File: config.mk
export PLATFORM = sky130hd
export DESIGN_NAME = ysyx_23060203_icache
export DESIGN_NICKNAME = d
export VERILOG_FILES = /design/src/rtl/ysyx_23060203_icache_pkg.sv /design/src/rtl/ysyx_23060203_icache_array.sv /design/src/rtl/ysyx_23060203_icache.sv
export SDC_FILE = /design/constraint.sdc
export NUM_CORES = 2
export LEC_CHECK = 0
export BUFFER_PORTS_ARGS = -buffer_cell sky130_fd_sc_hd__buf_2
export CAP_MARGIN = 5
export CORE_MARGIN = 4
export CORE_UTILIZATION = 50
export DETAILED_ROUTE_END_ITERATION = 8
export PLACE_DENSITY = 0.66
export SLEW_MARGIN = 20
export SYNTH_ARGS = -nofsm -noshare
export SYNTH_HDL_FRONTEND = slang
export SYNTH_HIERARCHICAL = 1
export SYNTH_SLANG_ARGS = --single-unit
File: constraint.sdc
create_clock -name clock -period 10.8 [get_ports clock]
set_input_delay 2.16 -clock clock [delete_from_list [all_inputs] [get_ports clock]]
set_output_delay 2.16 -clock clock [all_outputs]
set_load 0.05 [all_outputs]
File: src/rtl/ysyx_23060203_icache_pkg.sv
// rtl/ysyx_23060203_icache_pkg.sv - shared types, AXI constants and address helpers for the icache
// Contents: state_e (controller states), BURST_INCR / SIZE_WORD AXI encodings,
//           get_offset / get_index / get_tag address field extractors.
package ysyx_23060203_icache_pkg;

    typedef enum logic [2:0] {
        IDLE    = 3'd0,
        LOOKUP  = 3'd1,
        MISS_AR = 3'd2,
        MISS_R  = 3'd3,
        RESP    = 3'd4
    } state_e;

    localparam logic [1:0] BURST_INCR = 2'b01;
    localparam logic [2:0] SIZE_WORD  = 3'b010;

    // Word offset inside the line; callers slice the low bits they need.
    function automatic logic [31:0] get_offset(input logic [31:0] addr, input int off_bits);
        return (addr & ((32'd1 << off_bits) - 32'd1)) >> 2;
    endfunction

    function automatic logic [31:0] get_index(input logic [31:0] addr, input int off_bits,
                                              input int idx_bits);
        return (addr >> off_bits) & ((32'd1 << idx_bits) - 32'd1);
    endfunction

    function automatic logic [31:0] get_tag(input logic [31:0] addr, input int off_bits,
                                            input int idx_bits);
        return addr >> (off_bits + idx_bits);
    endfunction

endpackage

File: src/rtl/ysyx_23060203_icache_array.sv
// rtl/ysyx_23060203_icache_array.sv - tag/valid/data storage with one write port and one read port
// Ports: clock, reset (async, clears valid bits only)
//        inval                    - clear every valid bit
//        wr_set/wr_word/wr_data   - data_we writes one word and drops the line's valid bit
//        tag_we/tag_wdata/tag_valid - write the line tag and its valid bit
//        rd_set/rd_word           - combinational read of valid, tag and one data word
module ysyx_23060203_icache_array #(
    parameter int NSETS  = 16,
    parameter int BEATS  = 4,
    parameter int IDX_W  = 4,
    parameter int WOFF_W = 2,
    parameter int TAG_W  = 24
) (
    input  logic              clock,
    input  logic              reset,
    input  logic              inval,
    input  logic [IDX_W-1:0]  wr_set,
    input  logic              data_we,
    input  logic [WOFF_W-1:0] wr_word,
    input  logic [31:0]       wr_data,
    input  logic              tag_we,
    input  logic [TAG_W-1:0]  tag_wdata,
    input  logic              tag_valid,
    input  logic [IDX_W-1:0]  rd_set,
    input  logic [WOFF_W-1:0] rd_word,
    output logic              rd_valid,
    output logic [TAG_W-1:0]  rd_tag,
    output logic [31:0]       rd_data
);

    logic [31:0]      data_q  [NSETS][BEATS];
    logic [TAG_W-1:0] tag_q   [NSETS];
    logic [NSETS-1:0] valid_q;

    always_ff @(posedge clock) begin
        if (data_we) begin
            data_q[wr_set][wr_word] <= wr_data;
        end
        if (tag_we) begin
            tag_q[wr_set] <= tag_wdata;
        end
    end

    // A line being refilled is invalid until its final beat, so a failed or
    // invalidated refill never leaves partially overwritten data marked valid.
    always_ff @(posedge clock or posedge reset) begin
        if (reset) begin
            valid_q <= '0;
        end else begin
            if (inval) begin
                valid_q <= '0;
            end
            if (data_we) begin
                valid_q[wr_set] <= 1'b0;
            end
            if (tag_we) begin
                valid_q[wr_set] <= tag_valid;
            end
        end
    end

    assign rd_valid = valid_q[rd_set];
    assign rd_tag   = tag_q[rd_set];
    assign rd_data  = data_q[rd_set][rd_word];

endmodule

File: src/rtl/ysyx_23060203_icache.sv
// rtl/ysyx_23060203_icache.sv - direct-mapped read-only instruction cache with AXI burst refill
// Ports: req_*  - IFU fetch request (valid/ready, PC)
//        resp_* - instruction response (valid/ready, word, refill error)
//        flush  - drop the outstanding request/response
//        invalidate - fence.i, clear all lines
//        ar*/r* - AXI read address / read data channels for line refill
module ysyx_23060203_icache
    import ysyx_23060203_icache_pkg::*;
#(
    parameter int NSETS      = 16,
    parameter int LINE_BYTES = 16
) (
    input  logic        clock,
    input  logic        reset,
    input  logic        req_valid,
    output logic        req_ready,
    input  logic [31:0] req_addr,
    output logic        resp_valid,
    input  logic        resp_ready,
    output logic [31:0] resp_inst,
    output logic        resp_err,
    input  logic        flush,
    input  logic        invalidate,
    output logic        arvalid,
    input  logic        arready,
    output logic [31:0] araddr,
    output logic [7:0]  arlen,
    output logic [2:0]  arsize,
    output logic [1:0]  arburst,
    input  logic        rvalid,
    output logic        rready,
    input  logic [31:0] rdata,
    input  logic [1:0]  rresp,
    input  logic        rlast
);

    localparam int BEATS    = LINE_BYTES / 4;
    localparam int OFF_BITS = $clog2(LINE_BYTES);
    localparam int WOFF_W   = (OFF_BITS > 2) ? OFF_BITS - 2 : 1;
    localparam int IDX_W    = $clog2(NSETS);
    localparam int TAG_W    = 32 - OFF_BITS - IDX_W;
    localparam logic [WOFF_W-1:0] LAST_BEAT = WOFF_W'(BEATS - 1);

    state_e            state_q;
    logic [31:0]       addr_q;
    logic [WOFF_W-1:0] cnt_q;
    logic              err_q;
    logic              cancel_q;
    logic              inval_pend_q;
    logic [31:0]       inst_q;
    logic              resp_err_q;
    logic              arvalid_q;
    logic              rready_q;
    logic              resp_valid_q;
    logic              req_ready_q;

    logic [31:0]       off_full, idx_full, tag_full;
    logic [WOFF_W-1:0] word_off;
    logic [IDX_W-1:0]  set_idx;
    logic [TAG_W-1:0]  line_tag;
    logic              arr_rd_valid;
    logic [TAG_W-1:0]  arr_rd_tag;
    logic [31:0]       arr_rd_data;
    logic              hit;
    logic              beat;
    logic              beat_last;
    logic              err_now;
    logic              cancel_now;
    logic              inv_now;
    logic              arr_inval;
    logic              unused_bits;

    assign off_full = get_offset(addr_q, OFF_BITS);
    assign idx_full = get_index(addr_q, OFF_BITS, IDX_W);
    assign tag_full = get_tag(addr_q, OFF_BITS, IDX_W);
    assign word_off = off_full[WOFF_W-1:0];
    assign set_idx  = idx_full[IDX_W-1:0];
    assign line_tag = tag_full[TAG_W-1:0];
    assign unused_bits = ^{off_full[31:WOFF_W], idx_full[31:IDX_W], tag_full[31:TAG_W], rresp[0]};

    assign hit       = (state_q == LOOKUP) && arr_rd_valid && (arr_rd_tag == line_tag);
    assign beat      = (state_q == MISS_R) && rvalid && rready_q;
    assign beat_last = beat && (rlast || (cnt_q == LAST_BEAT));

    // Sticky flags folded with this cycle's inputs so the final beat sees them.
    assign err_now    = err_q | rresp[1];
    assign cancel_now = cancel_q | flush;
    assign inv_now    = inval_pend_q | invalidate;

    // Outside a refill fence.i acts at once; during a refill it is deferred to
    // the final beat so the line being filled is also left invalid.
    assign arr_inval = (invalidate && (state_q == IDLE || state_q == LOOKUP || state_q == RESP))
                     || (beat_last && inv_now);

    ysyx_23060203_icache_array #(
        .NSETS  (NSETS),
        .BEATS  (BEATS),
        .IDX_W  (IDX_W),
        .WOFF_W (WOFF_W),
        .TAG_W  (TAG_W)
    ) u_array (
        .clock     (clock),
        .reset     (reset),
        .inval     (arr_inval),
        .wr_set    (set_idx),
        .data_we   (beat),
        .wr_word   (cnt_q),
        .wr_data   (rdata),
        .tag_we    (beat_last),
        .tag_wdata (line_tag),
        .tag_valid (!err_now && !inv_now),
        .rd_set    (set_idx),
        .rd_word   (word_off),
        .rd_valid  (arr_rd_valid),
        .rd_tag    (arr_rd_tag),
        .rd_data   (arr_rd_data)
    );

    always_ff @(posedge clock or posedge reset) begin
        if (reset) begin
            state_q      <= IDLE;
            addr_q       <= '0;
            cnt_q        <= '0;
            err_q        <= 1'b0;
            cancel_q     <= 1'b0;
            inval_pend_q <= 1'b0;
            inst_q       <= '0;
            resp_err_q   <= 1'b0;
            arvalid_q    <= 1'b0;
            rready_q     <= 1'b0;
            resp_valid_q <= 1'b0;
            req_ready_q  <= 1'b1;
        end else begin
            case (state_q)
                IDLE: begin
                    if (req_valid) begin
                        addr_q      <= req_addr;
                        req_ready_q <= 1'b0;
                        state_q     <= LOOKUP;
                    end
                end
                LOOKUP: begin
                    if (flush) begin
                        req_ready_q <= 1'b1;
                        state_q     <= IDLE;
                    end else if (hit) begin
                        inst_q       <= arr_rd_data;
                        resp_err_q   <= 1'b0;
                        resp_valid_q <= 1'b1;
                        state_q      <= RESP;
                    end else begin
                        cnt_q        <= '0;
                        err_q        <= 1'b0;
                        cancel_q     <= 1'b0;
                        inval_pend_q <= 1'b0;
                        arvalid_q    <= 1'b1;
                        state_q      <= MISS_AR;
                    end
                end
                MISS_AR: begin
                    if (flush) cancel_q <= 1'b1;
                    if (invalidate) inval_pend_q <= 1'b1;
                    if (arready) begin
                        arvalid_q <= 1'b0;
                        rready_q  <= 1'b1;
                        state_q   <= MISS_R;
                    end
                end
                MISS_R: begin
                    if (flush) cancel_q <= 1'b1;
                    if (invalidate) inval_pend_q <= 1'b1;
                    if (beat) begin
                        cnt_q <= cnt_q + WOFF_W'(1);
                        if (rresp[1]) err_q <= 1'b1;
                        if (cnt_q == word_off) inst_q <= rdata;
                        if (beat_last) begin
                            rready_q <= 1'b0;
                            if (cancel_now) begin
                                req_ready_q <= 1'b1;
                                state_q     <= IDLE;
                            end else begin
                                resp_valid_q <= 1'b1;
                                resp_err_q   <= err_now;
                                state_q      <= RESP;
                            end
                        end
                    end
                end
                RESP: begin
                    if (flush || resp_ready) begin
                        resp_valid_q <= 1'b0;
                        req_ready_q  <= 1'b1;
                        state_q      <= IDLE;
                    end
                end
                default: state_q <= IDLE;
            endcase
        end
    end

    assign req_ready  = req_ready_q;
    assign resp_valid = resp_valid_q;
    assign resp_inst  = inst_q;
    assign resp_err   = resp_err_q;
    assign arvalid    = arvalid_q;
    assign araddr     = {addr_q[31:OFF_BITS], {OFF_BITS{1'b0}}};
    assign arlen      = 8'(BEATS - 1);
    assign arsize     = SIZE_WORD;
    assign arburst    = BURST_INCR;
    assign rready     = rready_q;

endmodule
# Word level (Yosys, flattened, before mapping)

Memories as Yosys holds them, arrays and structs flattened.
Cells that the tools add are included.

Add/subtract/negate cells: 1
$lt $le $gt $ge: 5
Eq/ne operators: 22
Muxes and demuxes: 71
Bitwise operators: 7
Reduce and logical (&&, ||, !) cells: 37

Operators with widths:

| cell                 | count |
|---|---|
| $mux W32             | 7 |
| $mux W128            | 1 |
| $bmux W32 S2         | 1 |
| $demux W32 S2        | 1 |
| $pmux W32 S2         | 1 |
| $mux W16             | 3 |
| $mux W1              | 33 |
| $eq A24 B24 Y1       | 1 |
| $mux W3              | 8 |
| $ne A2 B2 Y1 const B | 11 |
| $reduce_and A4 Y1    | 5 |
| $and A16 B16 Y16     | 1 |
| $bwmux W16           | 1 |
| $not A16 Y16         | 1 |
| $pmux W3 S5          | 1 |
| $reduce_and A5 Y1    | 3 |
| $reduce_and A7 Y1    | 2 |
| $pmux W1 S2          | 6 |
| $logic_and A1 B1 Y1  | 10 |
| $ne A2 B1 Y1 const B | 4 |
| $reduce_bool A2 Y1   | 4 |
| $eq A3 B2 Y1 const B | 2 |
| $ge A3 B3 Y1 const B | 2 |
| $mux W2              | 3 |
| 23 further kinds     | 31 |

Register bits: 93
RAM bits: 2,432
Input port bits: 75
Output and inout port bits: 82
Logic and storage cells: 158
Memories kept: 2

Memories:

| name           | words | width | rd ports | clocked after memory_dff | write ports | RTL line                         | RTL |
|---|---|---|---|---|---|---|---|
| u_array.data_q | 16    | 128   | 1        | 0                        | 1           | ysyx_23060203_icache_array.sv:31 | `logic [31:0] data_q [NSETS][BEATS];` |
| u_array.tag_q  | 16    | 24    | 1        | 0                        | 1           | ysyx_23060203_icache_array.sv:32 | `logic [TAG_W-1:0] tag_q [NSETS];` |

# Depth between registers and ports, before layout

Word-level depth: 11
Gate-level depth with buffers: 14
Mapped depth without buffers: 9

# Modules after synthesis

The synthesis kept the hierarchy.

Modules (own cells, without submodules):

| module                     | instances | cells an instance | area an instance (um2) | sequential area each (um2) |
|---|---|---|---|---|
| ysyx_23060203_icache_array | 1         | 4,092             | 93,691.1               | 73,430.4 |
| ysyx_23060203_icache       | 1         | 345               | 4,131.5                | 1,878.1 |

# Worst setup path after synthesis

No wires, ideal clock.

Path kind: input-to-reg
Start point: input port rvalid
End point: memory u_array/data_q[10][100] (netlist name) (enable)
Library setup time: 0.421 ns
Arrival: 4.607 ns
Data required time: 10.379 ns
Setup slack: 5.772 ns
Stages on the path: 6
Buffers on the path: 2
Path through: nand4_4 inv_1 or3b_2 clkbuf_1 clkbuf_1 nor2_1

Longest elaborated chain between the ends: 4

RTL lines:

| what                              | RTL line                         | RTL |
|---|---|---|
| from (decl)                       | ysyx_23060203_icache.sv:30       | `input logic rvalid,` |
| $logic_and A1 B1 Y1 (2 in series) | ysyx_23060203_icache.sv:82       | `assign beat = (state_q == MISS_R) && rvalid && rready_q;` |
| net beat                          | ysyx_23060203_icache.sv:65       | `logic beat;` |
| $mux W1                           | ysyx_23060203_icache_array.sv:36 | `if (data_we) begin` |
| $mux W128 (implied by the code)   | ysyx_23060203_icache_array.sv:37 | `data_q[wr_set][wr_word] <= wr_data;` |
| to (decl)                         | ysyx_23060203_icache_array.sv:31 |  |

The timed path passes the listed nets, and every way through them passes these cells.

# Worst setup path in the final report

Start point: register addr_q[4]
End point: register inst_q[14] (netlist: resp_inst[14])

Elaborated cells between the ends (all ways): 15
Classes of those cells: eq/ne (2); mux (8); reduce/logical (3); memory (2)

RTL lines:

| what                               | RTL line                    | RTL |
|---|---|---|
| from (decl)                        | ysyx_23060203_icache.sv:45  | `logic [31:0] addr_q;` |
| from (signal assigned)             | ysyx_23060203_icache.sv:137 | `addr_q <= req_addr;` |
| $mem_v2 Z16 W24                    | -                           |  |
| net arr_rd_tag[3]                  | ysyx_23060203_icache.sv:62  | `logic [TAG_W-1:0] arr_rd_tag;` |
| $eq A24 B24 Y1                     | ysyx_23060203_icache.sv:81  | `assign hit = (state_q == LOOKUP) && arr_rd_valid && (arr_rd_tag == line_tag);` |
| $logic_and A1 B1 Y1                | ysyx_23060203_icache.sv:81  |  |
| $ne A2 B2 Y1 (no source line)      | -                           |  |
| $reduce_and A5 Y1 (no source line) | -                           |  |
| to (signal assigned)               | ysyx_23060203_icache.sv:147 | `inst_q <= arr_rd_data;` |
| to (signal assigned)               | ysyx_23060203_icache.sv:175 | `if (cnt_q == word_off) inst_q <= rdata;` |
| to (decl)                          | ysyx_23060203_icache.sv:50  | `logic [31:0] inst_q;` |

The timed path passes the listed nets, and every way through them passes these cells. The select of a mux whose other input is x is not followed.
A chain may end at the register's enable or synchronous reset.

==> metrics.md <==
| Metric | Value |
|---|---|
| Status | `finished clean` |
| Max clock buf depth | `4` |
| WHS Path Cells | `1` |
| Largest net degree at the start of global routing | `128` |
| Worst clock skew | `0.0780 ns` |
| Setup ws final | `approximately 5 ns` |
| Critical path's largest stage delay | `roughly 0.8 ns` |
| CP cell instances | `buf_4 > buf_4 > mux4_2 > mux4_2 > xnor2_1 > nand4_1 > nor4_2 > nand2_1 > a21oi_4 > buf_4 > mux2_2` |
| Pre-antenna DRT Iters | `8` |
| Setup tns final | `0 ns` |
| Cts bufs inserted | `approximately 270` |
| Setup Crit Path Kind | `flip-flop to flip-flop` |
| R2r setup slk | `4.96 ns` |
| First-pass GRT wire length | `about 340000 um` |
| HP Class | `flip-flop to flip-flop` |
| Grt total ovfl | `0` |
| LEAKAGE | `approximately 35 nW` |
| Worst EP required | `about 12 ns` |
| Top post-synthesis cells by area | `edfxtp_1 (75%), mux4_2 (13%), dfrtp_1 (2.3%)` |
| Peak supply drop | `around 0.00022 V` |
| EDFF count, synth | `between 2000 and 2500` |
| Slew HR | `23.1%` |
| Die area | `~200000 sq um` |
| Post-DR wirelength/cell | `around 31 um` |
| Area grow syn2layout | `12.8%` |
| Nets@finish | `between 4000 and 5000` |
| Gpl congestion | `0.776` |
| WP data arrival | `approximately 6.6 ns` |
| Post-DP HPWL | `about 120000 um` |
| Worst Reg-to-Reg Cells | `11` |
| Main synth FF type | `edfxtp_1` |
| Synth Warn # | `6` |
| Crit start category | `flip-flop` |
| Max FO, Critical Path | `39` |
| Post-synth cell types | `between 60 and 70` |
| Post-Syn Area per Cell | `~22 sq um` |
| Cts-stage hold buffer count | `0` |
| Residual DRC | `0` |
| DRT antenna net count | `0` |
| Vias per std cell | `6.20` |
| Post-CTS sizing | `0` |
| Crit. End Element | `flip-flop` |
| Die height | `about 450 um` |
| Synth area leader | `edfxtp_1` |
| WHS Endpoint | `resp_inst[18]` |
| Setup bufs post-CTS | `0` |
| Most frequent CP cell | `buf_4` |
| Min Tclk post-route | `5.84 ns` |
| RSZ-0062 raised after global routing | `false` |
| CP max-delay cell | `dfrtp_4` |
| Power density over the cells | `258 nW/um^2` |
| Sink Count | `around 2500` |
| R2r endpoint | `resp_inst[14]` |
| # IOs | `between 150 and 200` |
| Row cnt | `around 160` |
| Die Wd | `between 400 and 500 um` |
| Critical path origin | `addr_q[4]` |
| Slew Viols, Final | `0` |
| Share of flip-flops with an asynchronous set or reset | `roughly 3.6%` |
| Fmax | `~170 MHz` |
| CTS clk-pin slew, worst paths | `0.06 ns` |
| Count leader, synth | `edfxtp_1` |
| Register area share after synthesis | `approximately three quarters` |
| CTS tree | `yes` |
| Min-delay src | `resp_inst[18]` |
| Core ar. | `roughly 200000 sq um` |
| Mapped Cells | `approximately 4400` |
| DRT iter0 DRCs | `~5200` |
| Initial core utilization | `50.2%` |
| Worst path bufs/invs | `3` |
| Layout cell share with drive strength beyond 1 | `a little under a third` |
| GRT Total Usage | `between 20% and 30%` |
| Number of global-route vias before repair | `around 47000` |
| Initial antenna violation count | `8` |
| Top-area cell type share of the netlist area | `74.7%` |
| Via count | `46800` |
| Filler cells | `14100` |
| RR Startpoint | `addr_q[4]` |
| Pre-CTS setup slack | `roughly 4.7 ns` |
| H-Tree Depth | `5` |
| Max cap viols | `0` |
| Worst path top cell family by delay | `buffers and inverters` |
| Final setup violation count | `0` |
| CTS Root Cell | `clkbuf_16` |
| Port buffer count | `between 100 and 150` |
| Final hold vios | `0` |
| Tcrit/Tclk final | `54.0%` |
| Final WL | `roughly 240000 um` |
| Commonest cells post-synth | `edfxtp_1 (2432), mux4_2 (575), mux2_2 (162)` |
| Mapped cell area | `97800 sq um` |
| Worst Tran Pin Value | `~1.2 ns` |
| Worst-Skew Late Latency | `roughly 0.90 ns` |
| Post-synthesis register bit count | `approximately 2500` |
routing by layer:
layer	up-vias	track usage (%)	part of all wire, %	wire, um
met5	-	0	0.0072	17
met4	2	8.59	3.8	8930
met3	436	4.09	7.8	18300
met2	2086	37.5	49	115000
met1	25100	32.1	39	92700
li1	19200	-	-	-
where the power goes:
| part | switching (W) | internal [W] | leakage, nW | total, W |
|---|---|---|---|---|
| Combinational | 0.00463 | 0.00340 | 7.81 | 0.00804 |
| Clock | 0.00360 | 0.00513 | 4.03 | 0.00874 |
| Sequential | 0.000474 | 0.0112 | 23.0 | 0.0117 |
| Total | 0.00871 | 0.0197 | 34.8 | 0.0284 |
final cells by class:
class	count	area [sq um]	share of cell area [%]
clock buffer	340	7200	6.52
multi-input combinational	1636	21500	19.4
inverter	12	47.5	0.0431
clock inverter	126	1050	0.954
antenna	6	15.0	0.0136
timing repair buffer	280	2000	1.81
sequential	2523	75300	68.2
tap	2624	3280	2.97
cell families after synthesis:
family	after synthesis	synth area share (%)
AO/OA/AOI/OAI	342	2.32
XOR/XNOR	23	0.206
adder cells (fa/ha/maj)	1	0.0128
buffers and inverters	293	1.88
flip-flops	2523	77.0
multiplexers	899	16.8
other	2	0.00768
AND/OR/NAND/NOR	354	1.77
cell usage in the layout (no fill, tap or decap), types with 18 or more instances in the layout:
master	Yosys	routed
clkinv_1	1	58
nor2_4	0	80
o22ai_1	127	127
nor3_1	19	19
a21oi_1	45	45
mux2i_1	157	157
nand2_1	57	56
clkbuf_16	0	277
buf_2	74	125
edfxtp_1	2432	2432
clkinv_2	0	38
nor2b_1	33	32
mux2_2	162	162
dfrtp_1	90	84
bufinv_16	0	18
o21ai_0	50	50
mux4_2	575	575
nor2_1	147	66
buf_4	83	140
clkbuf_1	69	60
worst max-delay path by stage:
stage	end	slack (ns)	depth (start not counted)
after floorplan	u_array/data_q[10][100]	5.77	6
after global placement	resp_inst[25]	4.74	11
after detailed placement	resp_inst[7]	4.74	11
after CTS	resp_inst[14]	4.76	11
after global routing	resp_inst[14]	4.59	11
final	resp_inst[14]	4.96	11
flip-flops by register name (all words and copies together), names as in the netlist:
name and count:
arvalid 1, err_q 1, resp_valid 1, state_q 3, u_array/tag_q 384, cancel_q 1, u_array/valid_q 16, addr_q 30
resp_err 1, resp_inst 32, inval_pend_q 1, rready 1, u_array/data_q 2048, req_ready 1, cnt_q 2
through the flow:
stage / util [%] / instances / hold slack, ns / power [W] / cell area, sq um
6_report: 56.7 / 7547 / 0.485 / 0.0284 / 110000
5_1_grt: 56.7 / 7543 / 0.516 / 0.0295 / 110000
4_1_cts: 56.6 / 7537 / 0.492 / 0.0287 / 110000
3_5_place_dp: 52.4 / 7071 / 0.478 / 0.0200 / 102000
3_3_place_gp: 52.3 / 7068 / 0.467 / 0.0199 / 102000
2_1_floorplan: - / 4452 / 0.490 / 0.0176 / 97900
(Power assumes the default switching activity.)
